File: config.mk
export PLATFORM = sky130hd
export DESIGN_NAME = ex_mem_pipe_reg
export DESIGN_NICKNAME = d
export VERILOG_FILES = /design/src/rtl/ex_mem_pipe_reg.sv
export SDC_FILE = /design/constraint.sdc
export NUM_CORES = 1
export LEC_CHECK = 0
export CAP_MARGIN = 5
export CORE_UTILIZATION = 50
export CTS_CLUSTER_SIZE = 30
export DETAILED_ROUTE_END_ITERATION = 10
export PLACE_DENSITY = 0.81
export SYNTH_ARGS = -nofsm -noshare
export SYNTH_HDL_FRONTEND = slang
export SYNTH_SLANG_ARGS = --single-unit
File: constraint.sdc
create_clock -name clock -period 2.2 [get_ports clock]
set_input_delay 0.22 -clock clock [delete_from_list [all_inputs] [get_ports clock]]
set_output_delay 0.22 -clock clock [all_outputs]
set_load 0.02 [all_outputs]
File: src/rtl/ex_mem_pipe_reg.sv
// EX/MEM stage register: main + skid entry behind a valid/ready handshake,
// synchronous flush to a bubble, and a saturating stall counter.
//
// state    | meaning
// ---------+-------------------------------------------------
// ST_EMPTY | no payload held, out_data is a bubble
// ST_ONE   | payload in main register only
// ST_FULL  | main and skid both held, in_ready low
module ex_mem_pipe_reg #(
  parameter int                CNT_W     = 16,
  parameter int                DATA_W    = 74,
  parameter logic [DATA_W-1:0] CTRL_MASK = {4'hF, {(DATA_W-4){1'b0}}}
) (
  input  logic              clock,
  input  logic              rst,
  input  logic              in_valid,
  output logic              in_ready,
  input  logic [DATA_W-1:0] in_data,
  input  logic              flush,
  output logic              out_valid,
  input  logic              out_ready,
  output logic [DATA_W-1:0] out_data,
  output logic [1:0]        occupancy,
  output logic [CNT_W-1:0]  stall_cnt
);

  typedef enum logic [1:0] {
    ST_EMPTY = 2'd0,
    ST_ONE   = 2'd1,
    ST_FULL  = 2'd2
  } state_t;

  state_t            state_q, state_d;
  logic [DATA_W-1:0] main_q, main_d;
  logic [DATA_W-1:0] skid_q, skid_d;
  logic [CNT_W-1:0]  cnt_q, cnt_d;
  logic              in_ready_q, in_ready_d;
  logic              out_valid_q, out_valid_d;
  logic              push, pop;

  assign push = in_valid & in_ready_q;
  assign pop  = out_valid_q & out_ready;

  // State register: also holds the payload flops and the counter.
  always_ff @(posedge clock) begin
    if (!rst) begin
      state_q     <= ST_EMPTY;
      main_q      <= '0;
      skid_q      <= '0;
      cnt_q       <= '0;
      in_ready_q  <= 1'b0;
      out_valid_q <= 1'b0;
    end else begin
      state_q     <= state_d;
      main_q      <= main_d;
      skid_q      <= skid_d;
      cnt_q       <= cnt_d;
      in_ready_q  <= in_ready_d;
      out_valid_q <= out_valid_d;
    end
  end

  always_comb begin
    state_d = state_q;
    if (flush) begin
      state_d = ST_EMPTY;
    end else begin
      case (state_q)
        ST_EMPTY: if (push) state_d = ST_ONE;
        ST_ONE: begin
          if (push && !pop)      state_d = ST_FULL;
          else if (!push && pop) state_d = ST_EMPTY;
        end
        ST_FULL:  if (pop) state_d = ST_ONE;
        default:  state_d = ST_EMPTY;
      endcase
    end
  end

  // Any move into EMPTY strips the control bits so the bubble is harmless.
  always_comb begin
    main_d = main_q;
    skid_d = skid_q;
    if (flush) begin
      main_d = main_q & ~CTRL_MASK;
    end else begin
      case (state_q)
        ST_EMPTY: if (push) main_d = in_data;
        ST_ONE: begin
          if (push && pop) main_d = in_data;
          else if (push)   skid_d = in_data;
          else if (pop)    main_d = main_q & ~CTRL_MASK;
        end
        ST_FULL:  if (pop) main_d = skid_q;
        default:  main_d = main_q & ~CTRL_MASK;
      endcase
    end
  end

  always_comb begin
    cnt_d = cnt_q;
    if (out_valid_q && !out_ready && !(&cnt_q)) begin
      cnt_d = cnt_q + CNT_W'(1);
    end
  end

  // Handshake outputs come from flops fed by the next state only.
  always_comb begin
    in_ready_d  = (state_d != ST_FULL);
    out_valid_d = (state_d != ST_EMPTY);
  end

  assign in_ready  = in_ready_q;
  assign out_valid = out_valid_q;
  assign out_data  = main_q;
  assign occupancy = state_q;
  assign stall_cnt = cnt_q;

endmodule

==> out/metrics.csv, run 1 <==
stage,metric,value,unit
timing,hold_violations,0,
detailed_routing,dr.pass1.iters,5,
synth,synth_warnings,0,
synth,synthFlopType,dfxtp_1,
detailed_routing,wire_per_inst,17.23,um
timing,drv_slew,0,
floorplan,num_rows,43,
synth,synth.area.top_cells,"dfxtp_1 (47%), o41ai_1 (8.6%), nand2_1 (8.3%)",
detailed_routing,drc,0,
synth,synth_area,7137,um2
synth,async_flop_share,0,%
clock_network,insertion_delay,420,ps
power,sw_frac_of_total,23.56,%
cells_and_area,regArea,3363,um2
cells_and_area,nNetsFinal,1021,
detailed_routing,wl,19.55,mm
clock_network,path_clk_slew,60,ps
power,comb_power_share,10.7,%
timing,fmax,509.6,MHz
synth,synth_top_area_share,47.12,%
grt,antenna_found_initial,2,
placed_design,portBuffers,172,
synth,yosys.area.top_type,dfxtp_1,
floorplan,die_w,121.5,um
critical_path,critPathKind,flip-flop to output port,
synth,netlist_instances,815,
timing,period_share,89.20,%
detailed_routing,viasPerCell,6.044,
timing,rsz0062_at_grt,no,
timing,min_period,1962,ps
clock_network,postCtsHoldBufs,0,
critical_path,required,1980,ps
min_path,worstHoldPathType,input pin to flip-flop,
synth,synth-seq-cells,168,
floorplan,core-area,13880,um2
detailed_routing,vias,6860,
grt,grt_pass1_wl,31.36,mm
synth,synth_enable_flop_cells,0,
cells_and_area,final_cell_mix,"clkdlybuf4s50_1 (170), dfxtp_1 (168), nand2_1 (158), a21oi_1 (84), a22oi_1 (71)",
synth,postSynthAreaPerCell,8.757,um2
critical_path,worstPathArrival,1740,ps
cells_and_area,multiInputGateArea,3339,um2
clock_network,cts_resized,0,
detailed_routing,drt_first_iter_violations,768,
cells_and_area,drive_above_1_share,6.821,%
critical_path,crit_slowest_cell,clkdlybuf4s50_1,
critical_path,path_cells,buf_4 > clkdlybuf4s50_1,
clock_network,cts_made_buffers,17,
cells_and_area,final_common_cell,clkdlybuf4s50_1,
power,vdd_drop_max,572.9,uV
timing,slew_headroom,61.57,%
grt,grt_max_degree,142,
cells_and_area,final_util,69.34,%
power,p_seq_share,46.0,%
placed_design,gp_congestion,0.8372,
critical_path,slowest_delay,630,ps
clock_network,cts_root_buffer,clkbuf_16,
clock_network,clock-sinks,168,
timing,setup_viol_count_final,0,
clock_network,tritoncts,yes,
floorplan,die_area,14760,um2
synth,synth_nets,895,
grt,grt_use_total,26.78,%
timing,clock_skew,7.290,ps
clock_network,cts_max_path_buffers,2,
critical_path,endpoint_kind,output port,
power,p_int,5.221,mW
critical_path,critical_path.startpoint_type,flip-flop,
grt,grt_pass1_vias,6315,
cells_and_area,area_growth,34.87,%
power,power_frac_clock,43.3,%
critical_path,cp_num_buf_inv,2,
run,cap_violations,0,
power,power_leakage,3.275,nW
floorplan,io_pins,173,
timing,tns,0,ps
grt,grt-ovfl-total,0,
critical_path,path_delay_family,buffers and inverters,
power,powerDensity,709.5,nW/um2
timing,tightest_slew,576.4,ps
critical_path,crit_fanout,10,
outcome,status,"finished, final reports clean",
floorplan,start_util,51.42,%
power,power_switching,1.609,mW
placed_design,dp_hpwl,11.95,mm
clock_network,cts_setup_buffers,0,
clock_network,h-tree-depth,4,
synth,yosysUniqueCellTypes,44,
detailed_routing,ant_nets,0,
cells_and_area,nFillCells,1122,
synth,ys_seq_area_share,47.12,%
floorplan,die_height,121.5,um
## registers in the layout (all words and copies together) (netlist names)
register,flops
out_data,74
stall_cnt,16
in_ready,1
skid_q,74
occupancy,2
out_valid,1
## cells in the mapped netlist (2+ instances only)
library cell  instances
a21oi_1              84
a22oi_1              71
a31oi_1               6
and3_1                4
and3b_1               2
and4_1                3
and4b_1               2
buf_1                 2
buf_2                16
buf_4                 7
buf_6                 7
clkbuf_1             59
dfxtp_1             168
inv_1                 6
mux2i_1               2
nand2_1             158
nand3_1               7
nand3b_1              2
nand4_1               6
nor2_1               11
nor3_1               13
nor4_1                5
o211ai_1             70
o21a_1                3
o21ai_0               8
o22ai_1               4
o31a_1                2
o41ai_1              70
xor2_1                2
## cells by family after synthesis
group	synth area share, %
AO/OA/AOI/OAI	31.96
XOR/XNOR	0.2455
adder cells (fa/ha/maj)	0.1753
buffers and inverters	6.487
flip-flops	47.12
multiplexers	0.2805
AND/OR/NAND/NOR	13.73
## through the flow
step                      instances  power [mW]  area [um2]  hold slack, ps  setup WS [ps]
after floorplan                 815       3.548        7137           356.0          420.1
after global placement         1102       3.928        9037           441.5          151.6
after detailed placement       1102       3.931        9037           446.7          76.94
after CTS                      1133       6.857        9620           50.27          212.2
after global routing           1133       7.051        9620           70.58          180.0
final                          1135       6.830        9625           67.66          237.5
## worst paths after layout
check,startpoint,endpoint,slack (ps),cells past startpoint
setup / recovery,occupancy[1],occupancy[1],240,2
hold / removal,flush,occupancy[1],70,2
setup reg to reg,occupancy[1],out_data[37],350,5
hold reg to reg,skid_q[46],skid_q[46],450,2
## cell type report
type | count | area share (%)
antenna | 2 | 0.05200
clock buffer | 23 | 5.070
clock inverter | 8 | 0.9879
inverter | 6 | 0.2600
multi-input combinational | 550 | 34.69
sequential | 168 | 34.94
tap | 180 | 2.340
timing repair buffer | 198 | 21.66
## routing by layer
metal	vias to the layer above	GRT usage (%)	part of all wire, %
met4	0	10.19	1.3
met1	3235	35.73	44
li1	3339	-	-
met3	18	5.357	6.5
met2	268	42.47	48
met5	-	0	0
## worst reg2reg max path: stages (launching register included)
cell and delay [ps]:
dfxtp_1 490, buf_4 200, nor2b_4 170, buf_4 360
a22oi_1 180, o41ai_1 320
## power by group through the flow
stage	combinational, mW	clock [mW]	sequential, mW
floorplan	0.288	0	3.26
global placement	0.724	0	3.20
detailed placement	0.726	0	3.20
CTS	0.730	2.99	3.14
global route	0.782	3.13	3.14
finish	0.732	2.96	3.14
(Power assumes the default switching activity.)
==> inputs of run 2 (changes only) <==
--- a/constraint.sdc
+++ b/constraint.sdc
@@ -3,2 +3,2 @@
 set_output_delay 0.22 -clock clock [all_outputs]
-set_load 0.02 [all_outputs]
+set_load 0.01 [all_outputs]
==> results of run 2 <==
The final DEF is identical to that of run 1. Status: finished, final reports clean.
Main changes from that run: setup slack after layout 237.5 ps -> 305.1 ps; total power 6.830 mW -> 6.790 mW; worst IR drop on VDD 572.9 uV -> 572.6 uV
